**src/rtl/arm_ctrl_pkg.sv**
```systemverilog
// Shared types and constants for the LEGv8 multicycle controller.
// Opcode patterns here are the single source for the decoder and the sign-extend unit.
package arm_ctrl_pkg;

  typedef enum logic [2:0] {
    IDLE   = 3'd0,
    FETCH  = 3'd1,
    DECODE = 3'd2,
    EXEC   = 3'd3,
    MEM    = 3'd4,
    WB     = 3'd5,
    ERROR  = 3'd6
  } state_t;

  typedef enum logic [2:0] {
    C_LDUR = 3'd0,
    C_STUR = 3'd1,
    C_CBZ  = 3'd2,
    C_ADD  = 3'd3,
    C_SUB  = 3'd4,
    C_AND  = 3'd5,
    C_ORR  = 3'd6,
    C_ILL  = 3'd7
  } iclass_t;

  // instr[31:21] patterns; CBZ ignores its low three bits.
  localparam logic [10:0] OP_LDUR = 11'h7C2;
  localparam logic [10:0] OP_STUR = 11'h7C0;
  localparam logic [10:0] OP_CBZ  = 11'b1011010_0???;
  localparam logic [10:0] OP_ADD  = 11'h458;
  localparam logic [10:0] OP_SUB  = 11'h658;
  localparam logic [10:0] OP_AND  = 11'h450;
  localparam logic [10:0] OP_ORR  = 11'h550;

  localparam logic [3:0] ALUCTL_AND   = 4'b0000;
  localparam logic [3:0] ALUCTL_ORR   = 4'b0001;
  localparam logic [3:0] ALUCTL_ADD   = 4'b0010;
  localparam logic [3:0] ALUCTL_SUB   = 4'b0110;
  localparam logic [3:0] ALUCTL_PASSB = 4'b0111;

  function automatic logic [3:0] alu_ctl(input iclass_t c);
    case (c)
      C_LDUR, C_STUR, C_ADD: alu_ctl = ALUCTL_ADD;
      C_SUB:                 alu_ctl = ALUCTL_SUB;
      C_AND:                 alu_ctl = ALUCTL_AND;
      C_ORR:                 alu_ctl = ALUCTL_ORR;
      C_CBZ:                 alu_ctl = ALUCTL_PASSB;
      default:               alu_ctl = 4'b0000;
    endcase
  endfunction

endpackage

```
**src/rtl/ctrl_decoder.sv**
```systemverilog
// Combinational opcode classifier: instr[31:21] to instruction class.
module ctrl_decoder
  import arm_ctrl_pkg::*;
(
  input  logic [10:0] opcode,
  output iclass_t     iclass
);

  // Match opcode against the shared patterns; anything else is illegal.
  always_comb begin
    iclass = C_ILL;
    casez (opcode)
      OP_LDUR: iclass = C_LDUR;
      OP_STUR: iclass = C_STUR;
      OP_CBZ:  iclass = C_CBZ;
      OP_ADD:  iclass = C_ADD;
      OP_SUB:  iclass = C_SUB;
      OP_AND:  iclass = C_AND;
      OP_ORR:  iclass = C_ORR;
      default: iclass = C_ILL;
    endcase
  end

endmodule

```
**src/rtl/multicycle_ctrl.sv**
```systemverilog
// Multicycle control FSM for the LEGv8 subset: sequences fetch through writeback,
// waits on memory handshakes with a timeout, traps illegal opcodes, counts retirements.
module multicycle_ctrl
  import arm_ctrl_pkg::*;
#(
  parameter int TIMEOUT = 255,
  parameter int CNT_W   = 32
) (
  input  logic             clk,
  input  logic             reset,
  input  logic [31:0]      instr,
  input  logic             imem_ready,
  input  logic             dmem_ready,
  input  logic             zero,
  output logic             imem_req,
  output logic             ir_we,
  output logic             pc_we,
  output logic             pc_src,
  output logic             reg2loc,
  output logic             alu_src,
  output logic [3:0]       alucontrol,
  output logic             mem_read,
  output logic             mem_write,
  output logic             mem_to_reg,
  output logic             reg_write,
  output logic             illegal,
  output logic [CNT_W-1:0] instret
);

  localparam int TW = (TIMEOUT < 2) ? 1 : $clog2(TIMEOUT + 1);
  localparam logic [TW-1:0] TIMER_LAST = TW'(TIMEOUT - 1);

  state_t           state_q, state_d;
  iclass_t          class_q, class_d;
  iclass_t          dec_class_s, cls_s;
  logic [TW-1:0]    timer_q, timer_d;
  logic [CNT_W-1:0] instret_q, instret_d;
  logic             retire_s, timed_out_s, instr_unused_s;

  assign instr_unused_s = ^instr[20:0];
  assign instret        = instret_q;

  ctrl_decoder u_dec (
    .opcode (instr[31:21]),
    .iclass (dec_class_s)
  );

  // Next-state, timer, retirement and all control outputs.
  always_comb begin
    state_d    = state_q;
    class_d    = class_q;
    timer_d    = timer_q;
    retire_s   = 1'b0;
    imem_req   = 1'b0;
    ir_we      = 1'b0;
    pc_we      = 1'b0;
    pc_src     = 1'b0;
    mem_read   = 1'b0;
    mem_write  = 1'b0;
    mem_to_reg = 1'b0;
    reg_write  = 1'b0;
    illegal    = 1'b0;
    // The class register is loaded at the end of DECODE, so DECODE uses the live decode.
    cls_s       = (state_q == DECODE) ? dec_class_s : class_q;
    timed_out_s = (TIMEOUT != 0) && (timer_q == TIMER_LAST);

    case (state_q)
      IDLE: begin
        state_d = FETCH;
        timer_d = '0;
      end
      FETCH: begin
        imem_req = 1'b1;
        if (imem_ready) begin
          ir_we   = 1'b1;
          state_d = DECODE;
        end else if (timed_out_s) begin
          state_d = ERROR;
        end else begin
          timer_d = timer_q + TW'(1);
        end
      end
      DECODE: begin
        class_d = dec_class_s;
        state_d = (dec_class_s == C_ILL) ? ERROR : EXEC;
      end
      EXEC: begin
        case (class_q)
          C_CBZ: begin
            pc_we    = 1'b1;
            pc_src   = zero;
            retire_s = 1'b1;
            state_d  = FETCH;
            timer_d  = '0;
          end
          C_LDUR, C_STUR: begin
            state_d = MEM;
            timer_d = '0;
          end
          default: state_d = WB;
        endcase
      end
      MEM: begin
        mem_read  = (class_q == C_LDUR);
        mem_write = (class_q == C_STUR);
        if (dmem_ready) begin
          if (class_q == C_LDUR) begin
            state_d = WB;
          end else begin
            pc_we    = 1'b1;
            retire_s = 1'b1;
            state_d  = FETCH;
            timer_d  = '0;
          end
        end else if (timed_out_s) begin
          state_d = ERROR;
        end else begin
          timer_d = timer_q + TW'(1);
        end
      end
      WB: begin
        reg_write  = 1'b1;
        mem_to_reg = (class_q == C_LDUR);
        pc_we      = 1'b1;
        retire_s   = 1'b1;
        state_d    = FETCH;
        timer_d    = '0;
      end
      ERROR: illegal = 1'b1;
      default: state_d = ERROR;
    endcase

    if (state_q == DECODE || state_q == EXEC || state_q == MEM || state_q == WB) begin
      reg2loc    = (cls_s == C_STUR) || (cls_s == C_CBZ);
      alu_src    = (cls_s == C_LDUR) || (cls_s == C_STUR);
      alucontrol = alu_ctl(cls_s);
    end else begin
      reg2loc    = 1'b0;
      alu_src    = 1'b0;
      alucontrol = 4'b0000;
    end

    instret_d = retire_s ? (instret_q + CNT_W'(1)) : instret_q;
  end

  // State, class, wait timer and retirement counter registers.
  always_ff @(posedge clk or negedge reset) begin
    if (!reset) begin
      state_q   <= IDLE;
      class_q   <= C_ILL;
      timer_q   <= '0;
      instret_q <= '0;
    end else begin
      state_q   <= state_d;
      class_q   <= class_d;
      timer_q   <= timer_d;
      instret_q <= instret_d;
    end
  end

endmodule

```
**config.mk**
```make
export PLATFORM = sky130hd
export DESIGN_NAME = multicycle_ctrl
export DESIGN_NICKNAME = d
export VERILOG_FILES = /design/src/rtl/arm_ctrl_pkg.sv /design/src/rtl/ctrl_decoder.sv /design/src/rtl/multicycle_ctrl.sv
export SDC_FILE = /design/constraint.sdc
export NUM_CORES = 1
export LEC_CHECK = 0
export ABC_AREA = 1
export BUFFER_PORTS_ARGS = -buffer_cell sky130_fd_sc_hd__buf_2
export CORE_MARGIN = 2
export CORE_UTILIZATION = 30
export DETAILED_ROUTE_END_ITERATION = 6
export GPL_TIMING_DRIVEN = 0
export PLACE_DENSITY = 0.61
export SYNTH_ARGS = -nofsm -noshare
export SYNTH_HDL_FRONTEND = slang
export SYNTH_SLANG_ARGS = --single-unit
```
**constraint.sdc**
```tcl
create_clock -name clk -period 3.4 [get_ports clk]
set_clock_uncertainty 0.1 [all_clocks]
set_input_delay 0 -clock clk [delete_from_list [all_inputs] [get_ports clk]]
set_output_delay 0 -clock clk [all_outputs]
set_load 0.05 [all_outputs]
```
# == Word-level counts from Yosys, hierarchy flattened ==
# Cells that the tools add are included.
# classes
n_div,0
n_eq_ne,25
magnitude_cmp,0
multipliers,0
n_bitwise,0
n_shift,0
reduce_logical,14
muxes,33
add_sub_neg,2
# ops
op,count
11-bit equality test (second input constant),6
8-bit 2-to-1 mux,5
32-bit by 1-bit adder with 32-bit output (second input constant),1
8-bit one-hot mux with 4 select lines,1
3-bit one-hot mux with 7 select lines,1
3-bit equality test (second input constant),6
3-bit 2-to-1 mux,6
3-bit one-hot mux with 6 select lines,1
8-bit equality test (second input constant),2
3-bit by 2-bit equality test with 1-bit output (second input constant),5
1-bit 2-to-1 mux,15
3-bit one-hot mux with 4 select lines,1
3-bit by 1-bit equality test with 1-bit output (second input constant),3
3-bit zero test,3
8-bit by 1-bit adder with 8-bit output (second input constant),1
3-bit one-hot mux with 2 select lines,1
3-bit OR reduction,2
1-bit logical OR,5
4-bit 2-to-1 mux,1
2-bit != test (second input constant),2
4-bit AND reduction,1
4-bit nonzero test,1
2-bit OR reduction,2
3-bit != test (second input constant),1
1-bit one-hot mux with 3 select lines,1
# word_totals
memories,0
latchBits,0
reg_bits,46
out_inout_bits,47
wordCells,78
rom_bits,0
mem_bits_rw,0

# == Longest topological paths before layout ==
# Gate-level depths: netlist of the first run.
# depth
word_depth,7
mapped_depth,14

# == Hierarchy ==
# Synthesis of the first run repeated with hierarchy kept, for this count alone.
# unflattened
cells_unflattened,561
hier_area_um2,3415.8
# modules_own_cells
module,instances,area_per_inst_um2,cells_each,seq_area_each_um2
multicycle_ctrl,1,3193.1,511,1154.9
ctrl_decoder,1,222.7,50,0.0

# == Least setup slack after synthesis of the first run ==
# OpenSTA, ideal clock, no wires.
# synth_timing
path_type,register -> output
from,reg state_q[1]
to,out mem_write
t_arrival_ns,2.232
stages_incl_launch_ff,6
slack_ns,1.068
t_required_ns,3.300
path_cell_list,dfrtp_1 -> inv_2 -> nand2_1 -> nor2_2 -> inv_2 -> nor4_1
# synth_between
elab_chain_len,2
# synth_rtl
element,line_no,rtl
start: declaration,multicycle_ctrl.sv:33,"state_t state_q, state_d;"
start signal: assignment,multicycle_ctrl.sv:154,state_q <= state_d;
3-bit equality test,multicycle_ctrl.sv:67,case (state_q)
1-bit 2-to-1 mux,multicycle_ctrl.sv:67,
end: declaration,multicycle_ctrl.sv:23,"output logic mem_write,"
# Every way passes these cells.

# == Worst setup path after layout of the first run ==
# layout_timing
from,reg state_q[0]
to,out reg2loc
# layout_between
elab_chain_len,5
# layout_rtl
element,line_no,rtl
"3-bit by 2-bit equality test with 1-bit output, on equally long branches","multicycle_ctrl.sv:64, multicycle_ctrl.sv:133",
3-bit 2-to-1 mux / 1-bit logical OR (equally long branches),n/a,
"3-bit by 1-bit equality test with 1-bit output, or another cell as far along",multicycle_ctrl.sv:134,reg2loc = (cls_s == C_STUR) || (cls_s == C_CBZ);
"1-bit logical OR, on equally long branches","multicycle_ctrl.sv:134, multicycle_ctrl.sv:133",
1-bit 2-to-1 mux (*),multicycle_ctrl.sv:133,if (state_q == DECODE || state_q == EXEC || state_q == MEM || state_q == WB) begin
end: declaration,multicycle_ctrl.sv:19,"output logic reg2loc,"
# Mark *: on every way between the ends. The rest lies on a longest branch, timed or not.

==> results of run 1 <==
==> report_power, final <==
| group | internal, mW | total [mW] | switching [mW] |
|---|---|---|---|
| clock | 0.165 | 0.353 | 0.189 |
| combinational | 0.134 | 0.429 | 0.296 |
| sequential | 0.647 | 0.732 | 0.0856 |
==> registers in the layout, summed over array words and instances (netlist names) <==
register	cells
instret	32
timer_q	8
class_q	3
state_q	3
==> layer usage <==
| layer | part of all wire (%) | vias up | wire [um] | GRT usage [%] |
|---|---|---|---|---|
| li1 | - | 1592 | - | - |
| met1 | 50 | 1411 | 3930 | 20.9 |
| met2 | 45 | 55 | 3550 | 22.6 |
| met3 | 3.8 | 6 | 302 | 2.07 |
| met4 | 0.94 | 0 | 74 | 3.71 |
| met5 | 0 | - | 0 | 0 |
==> worst max-delay path: stages, from the launching register on <==
cell and delay, ps:
dfrtp_1 470, nor3_2 440, inv_1 170, nand2_1 100, nand2_1 100, inv_1 110, nand2_1 80, a21oi_1 120
buf_2 280
==> area by class of cell <==
type	count	area, um2	area share, %
flip-flops and latches	46	1150	30.6
clock buffers	7	86.3	2.29
plain buffers	5	38.8	1.03
well taps	136	170	4.52
clock inverters	1	5.00	0.133
repair buffers	62	315	8.37
inverters	68	258	6.84
multi-input cells	339	1740	46.2
==> cell usage in the layout (no fill, tap or decap) <==
master,Yosys,final
o22ai_1,6,6
nand3_1,24,24
buf_6,1,1
xnor2_1,7,7
inv_4,1,1
nand2_1,125,125
xor2_1,27,27
nor2_1,60,60
clkbuf_1,0,1
dlygate4sd3_1,0,1
nor3_1,24,24
o21ai_0,6,6
dfrtp_1,43,43
nor2_2,4,4
a21oi_1,9,9
inv_2,5,5
nand3b_1,1,1
o21ai_1,6,6
nor4_1,5,5
nor4_2,2,2
nand2_4,1,1
nor2_4,2,2
buf_4,3,3
o211ai_1,2,2
or2_1,1,1
a31oi_1,1,1
or2_2,1,1
a211oi_1,1,1
clkbuf_8,0,6
buf_2,1,62
nor3_2,4,4
inv_1,62,62
nand4_1,11,11
conb_1,1,1
ha_1,5,5
dfstp_2,3,3
clkinv_2,0,1
nand2_2,1,1
nand3_2,2,2
==> metrics by stage <==
stage	std cells	power (mW)	utilization, %	hold slack [ps]	cell area, um2
2_1_floorplan	458	1.05	-	-396	3190
3_3_place_gp	655	1.16	35.5	141	3670
3_5_place_dp	655	1.17	35.5	141	3670
4_1_cts	664	1.53	36.5	18.1	3770
5_1_grt	664	1.62	36.5	83.4	3770
6_report	664	1.51	36.5	34.8	3770
==> worst min-delay path by stage <==
stage / start / cells after the start / end
2_1_floorplan: reset / 0 / instret[0]$_DFFE_PN0P_
3_3_place_gp: reset / 1 / instret[31]$_DFFE_PN0P_
3_5_place_dp: reset / 1 / instret[31]$_DFFE_PN0P_
4_1_cts: imem_ready / 4 / state_q[0]$_DFFE_PN0N_
5_1_grt: imem_ready / 4 / state_q[0]$_DFFE_PN0N_
6_report: imem_ready / 4 / state_q[0]$_DFFE_PN0N_
==> logic make-up (layout without fill, tap and decap cells) <==
logic type      after synthesis  count (layout)
flops                        46              46
fa+ha+maj                     5               5
xor+xnor                     34              34
compound gates               31              31
other cells                   1               1
buf+inv                      73             143
simple gates                268             268
==> metrics, run 1 <==
PortBufs=between 60 and 70; cells after synthesis=458; post-synth net total=500; CTS resizes=0; first-pass GRT wire length=13600 um; prevailing post-synth register cell=dfrtp_1; final hold violations=0; Post-synth ARST share=100%; Worst R2R Start=instret[1]$_DFFE_PN0P_; DR DRC count=0; Yosys reg bits=46; post-layout min period=2250 ps; worst reg-to-reg path cell count=9; Pre-antenna DRT Iters=4; First DRT Iteration DRCs=159; dpl ws=approximately 1400 ps; routability cong.=0.933; via/cell ratio=4.61; chip width=~110 um; average cell area after synthesis=6.97 um2; Min-Delay Path Class=primary input to flop; worst setup margin=around 1200 ps; Remaining Overflow, GRT=0; Worst-Skew Late Latency=~300 ps; via count=3064; CTS H-tree depth=2; Yosys top cell area share=33.7%; Synth Area in Compound Gates=5.37%; Clock Sinks=46; Pwr Density=402 nW/um2; r2r setup slk=1340 ps; Synth Area in Simple Gates=a little under two fifths; Inserted Clock Buffers=5; crit path launch type=flop; Core ar.=10300 um2; num ports=84; number of setup buffers added after CTS=0; top post-synthesis cells by count=125 x nand2_1, 62 x inv_1, 60 x nor2_1, 43 x dfrtp_1, 27 x xor2_1; end of the worst register-to-register path=instret[24]$_DFFE_PN0P_; leading area contributor after synthesis=dfrtp_1; Setup-failing EPs final=0; adder-cell share of the synthesized area=1.96%; DP Wirelength=6320 um; RSZ-0062 raised after global routing=false; DIE HEIGHT=107 um; setup TNS=0 ps; CP Class=flop to primary output; EDFF count, synth=0; row cnt=37; Critical Path Sink=reg2loc; Final ANT Viol Nets=0; critical path arrival=2150 ps; Worst Path Required=3300 ps; CTS tree=done; Worst-Margin Slew=1040 ps; vias in the first global route=2888; Layout area overhead=18.1%; status=finished, final reports clean; cell with the most instances after synthesis=nand2_1; crit-path max FO=7; Pins Over Slew Limit=0; clock root buffer=clkbuf_8; final wirelength=7850 um; Synth Cell Area=approximately 3200 um2; post-synthesis mux area share=0%; sequential fraction of the synthesis area=between 30 and 40%; # fillers=1135; largest family of logic cells by synthesized area=simple AND/OR/NAND/NOR gates; fmax=0.445 GHz; Initial Util=30.9%; Routed WL per cell=11.8 um; clock-pin slew on the worst setup and hold paths=90 ps; CTS Buffer Depth=2; Pleak=between 1.5 and 2 nW; fraction of layout cells with a size suffix above 1=between 10% and 20%; pin count of the biggest net entering global routing=between 40 and 50; Crit. End Element=primary output; GRT Total Usage=14.4%; final worst-path cycle share=66.1%; relative slew slack=30.9%; Yosys warning count=0; max_cap viols=0; Synth cell types=35; DIE AREA=11500 um2; n_diodes=0; initial antenna violation count=0; VDD IR max=about 0.19 mV; nets=569; Crit. Startpoint=state_q[0]$_DFFE_PN0N_; xor-xnor portion of the synthesized cell area=9.33%; ranking of synthesized cells by area=dfrtp_1 34%, nand2_1 15%, xor2_1 7.4%; Hold Buf Count CTS=1
No activity file was read; power rests on OpenSTA's default activity.
==> inputs of run 2 (changes only) <==
--- a/config.mk
+++ b/config.mk
@@ -5,13 +5,13 @@
 export SDC_FILE = /design/constraint.sdc
 export NUM_CORES = 1
 export LEC_CHECK = 0
-export ABC_AREA = 1
+export ABC_AREA = 0
 export BUFFER_PORTS_ARGS = -buffer_cell sky130_fd_sc_hd__buf_2
 export CORE_MARGIN = 2
 export CORE_UTILIZATION = 30
 export DETAILED_ROUTE_END_ITERATION = 6
 export GPL_TIMING_DRIVEN = 0
-export PLACE_DENSITY = 0.61
+export PLACE_DENSITY = 0.65
 export SYNTH_ARGS = -nofsm -noshare
 export SYNTH_HDL_FRONTEND = slang
 export SYNTH_SLANG_ARGS = --single-unit
==> constraint.sdc (replaced) <==
create_clock -name clk -period 2 [get_ports clk]
set_clock_uncertainty 0.1 [all_clocks]
set_input_delay 0 -clock clk [delete_from_list [all_inputs] [get_ports clk]]
set_output_delay 0 -clock clk [all_outputs]
set_load 0.05 [all_outputs]
==> metrics, run 2 <==
status=finished, violations left; failing checks=negative setup slack; via count=2486 (-19%); relative slew slack=29.8% (-1.1 points); commonest non-fill, non-tap cell in the layout=buf_2; GR Util met2=23.0% (+0.41 points); fmax=around 0.48 GHz; WHS=24.9 ps (-9.88 ps); Pleak=1.73 nW (-13%); top post-synthesis cells by count=43 x dfrtp_1, 35 x nor2_1, 21 x nand2_1, 20 x xnor2_1, 16 x inv_1; grt met1 use=18.2% (-2.7 points); cells after synthesis=278 (-39%); Pins Over Slew Limit=0 (unchanged); Post-synth ARST share=100% (unchanged); Yosys top cell area share=41.1% (+7.4 points); n_diodes=0 (unchanged); Initial Util=30.4% (-0.47 points); critical path arrival=2230 ps (+80 ps); VDD IR max=0.263 mV (+40%); worst reg-to-reg path cell count=6 (-3); clock-pin slew on the worst setup and hold paths=90 ps (about the same); Pwr Density=560 nW/um2 (+39%); Worst Path Required=2130 ps (-1170 ps); fraction of layout cells with a size suffix above 1=47.3% (+29 points); Synth Cell Area=2620 um2 (-18%); final wirelength=6710 um (-15%); Crit. Startpoint=class_q[0]$_DFF_PN1_; final core occ=45.1% (+8.6 points); CP Class=flop to flop; Most Crowded Layer GR=met2; Synth cell types=55 (+57%); Core ar.=8590 um2 (-17%); row cnt=34 (-8.1%); sequential fraction of the synthesis area=44.1% (+8.0 points); final hold violations=0 (unchanged); nets=428 (-25%); DP Wirelength=4320 um (-32%); end of the worst register-to-register path=instret[31]$_DFFE_PN0P_; Yosys warning count=0 (unchanged); met3 Resource Use GR=3.09% (+1.0 points); routability cong.=0.838 (-10%); clock root buffer=clkbuf_8; ranking of synthesized cells by area=dfrtp_1 41%, xnor2_1 6.7%, nor2_1 5.0%; Setup-failing EPs final=15 (+15); max_cap viols=0 (unchanged); leading area contributor after synthesis=dfrtp_1; initial antenna violation count=0 (unchanged); Final ANT Viol Nets=0 (unchanged); Worst R2R Start=class_q[0]$_DFF_PN1_; GRT Total Usage=13.9% (-0.49 points); worst setup margin=-104 ps (-1260 ps); pin count of the biggest net entering global routing=47 (unchanged); Clock Sinks=46 (unchanged); cell with the most instances after synthesis=dfrtp_1; commonest non-fill, non-tap cells in the layout=55 x buf_2, 36 x buf_4, 27 x dfrtp_1; CTS tree=done; post-synth net total=320 (-36%); first-pass GRT wire length=11000 um (-19%); EDFF count, synth=0 (unchanged); CTS Buffer Depth=2 (unchanged); Min-Delay Path Class=primary input to flop; via/cell ratio=5.02 (+8.8%); prevailing post-synth register cell=dfrtp_1; average cell area after synthesis=9.41 um2 (+35%); post-layout min period=2100 ps; Worst-Skew Late Latency=300 ps (about the same); Pre-antenna DRT Iters=4 (unchanged); vias in the first global route=2333 (-19%); Inserted Clock Buffers=5 (unchanged); crit path launch type=flop; setup TNS=-807 ps (-807 ps); DIE HEIGHT=97.4 um (-9.1%); PortBufs=61 (unchanged); DIE AREA=9480 um2 (-17%); max reg flops=32 (unchanged); num ports=84 (unchanged); Layout area overhead=48.2%; CTS H-tree depth=2 (unchanged); r2r setup slk=-100 ps (-1440 ps); Crit. End Element=flop; First DRT Iteration DRCs=106 (-33%); final worst-path cycle share=105%; Worst-Margin Slew=1050 ps (+16.2 ps); # fillers=824 (-27%); crit-path max FO=5 (-2); DR DRC count=0 (unchanged); chip width=97.4 um (-9.1%); Pwr Total=2.17 mW (+43%); Yosys reg bits=46 (unchanged); Remaining Overflow, GRT=0 (unchanged); RSZ-0062 raised after global routing=true; Routed WL per cell=13.6 um (+15%); Critical Path Sink=instret[31]$_DFFE_PN0P_
-- run 2: changes by cell type in the layout (fill, tap and decap cells not counted), moves of 9 or more --
cell     change
dfrtp_2     +16
nand3_1     -10
nor2_1      -37
nand2_1    -105
buf_6        +9
dfrtp_1     -16
nor3_1      -22
inv_1       -48
xnor2_1     +12
buf_4       +33
xor2_1      -13
-- run 2: cell type report --
cell class | instances | area, um2 | area share, %
Timing Repair Buffer | 103 | 686 | 17.7
Clock inverter | 2 | 60.1 | 1.55
Clock buffer | 6 | 82.6 | 2.13
Inverter | 16 | 62.6 | 1.61
Tap cell | 108 | 135 | 3.49
Sequential cell | 46 | 1170 | 30.3
Multi-Input combinational cell | 209 | 1640 | 42.2
Buffer | 5 | 38.8 | 1.00
-- run 2: power breakdown --
group	leakage, nW	switching, mW	internal [mW]
Clock	0.0714	0.322	0.533
Combinational	1.11	0.178	0.0965
Sequential	0.546	0.0621	0.980
Total	1.73	0.562	1.61
-- run 2: kinds of logic (layout without fill, tap and decap cells) --
group	count (synthesis)	count (layout)	share of synthesized area, %
adder cells (fa/ha/maj)	5	5	2.39
multiplexers	2	2	0.861
AND/OR/NAND/NOR	123	123	25.8
XOR/XNOR	34	34	11.4
flip-flops	46	46	44.1
buffers and inverters	23	132	3.59
AO/OA/AOI/OAI	44	44	11.7
other	1	1	0.143
-- run 2: worst min path at each step --
stage	start	endpoint	cells after the start
2_1_floorplan	reset	instret[0]$_DFFE_PN0P_	0
3_3_place_gp	reset	instret[26]$_DFFE_PN0P_	1
3_5_place_dp	reset	instret[26]$_DFFE_PN0P_	1
4_1_cts	instr[24]	class_q[1]$_DFF_PN1_	3
5_1_grt	instr[22]	class_q[0]$_DFF_PN1_	4
6_report	instr[22]	class_q[0]$_DFF_PN1_	4
-- run 2: stage by stage --
| stage | cell area (um2) | cells | setup slack (ps) |
|---|---|---|---|
| after floorplan | 2740 | 278 | -188 |
| after CTS | 3640 | 476 | -90.9 |
| after global placement | 3180 | 447 | -260 |
| final | 3880 | 495 | -104 |
| after detailed placement | 3180 | 447 | -280 |
| after global routing | 3880 | 495 | -228 |
-- run 2: repair_timing --
action,in CTS,in global routing
hold endpoints to repair,45,0
gates resized for setup,33,27
pin swaps,13,18
setup endpoints to repair,32,27
setup buffers,20,19
hold buffers,3,0
-- run 2: worst max-delay path: stages, from the launching register on --
cell      delay (ps)
dfstp_2          580
o31a_1           210
o211ai_1         180
nand2_4          120
or4b_4           540
nor3_4           150
xor2_1           150
-- run 2: metal layers --
metal / vias to the layer above / wire, um
li1: 1193 / -
met4: 0 / 88
met5: - / 0
met2: 72 / 3290
met1: 1214 / 2980
met3: 7 / 358
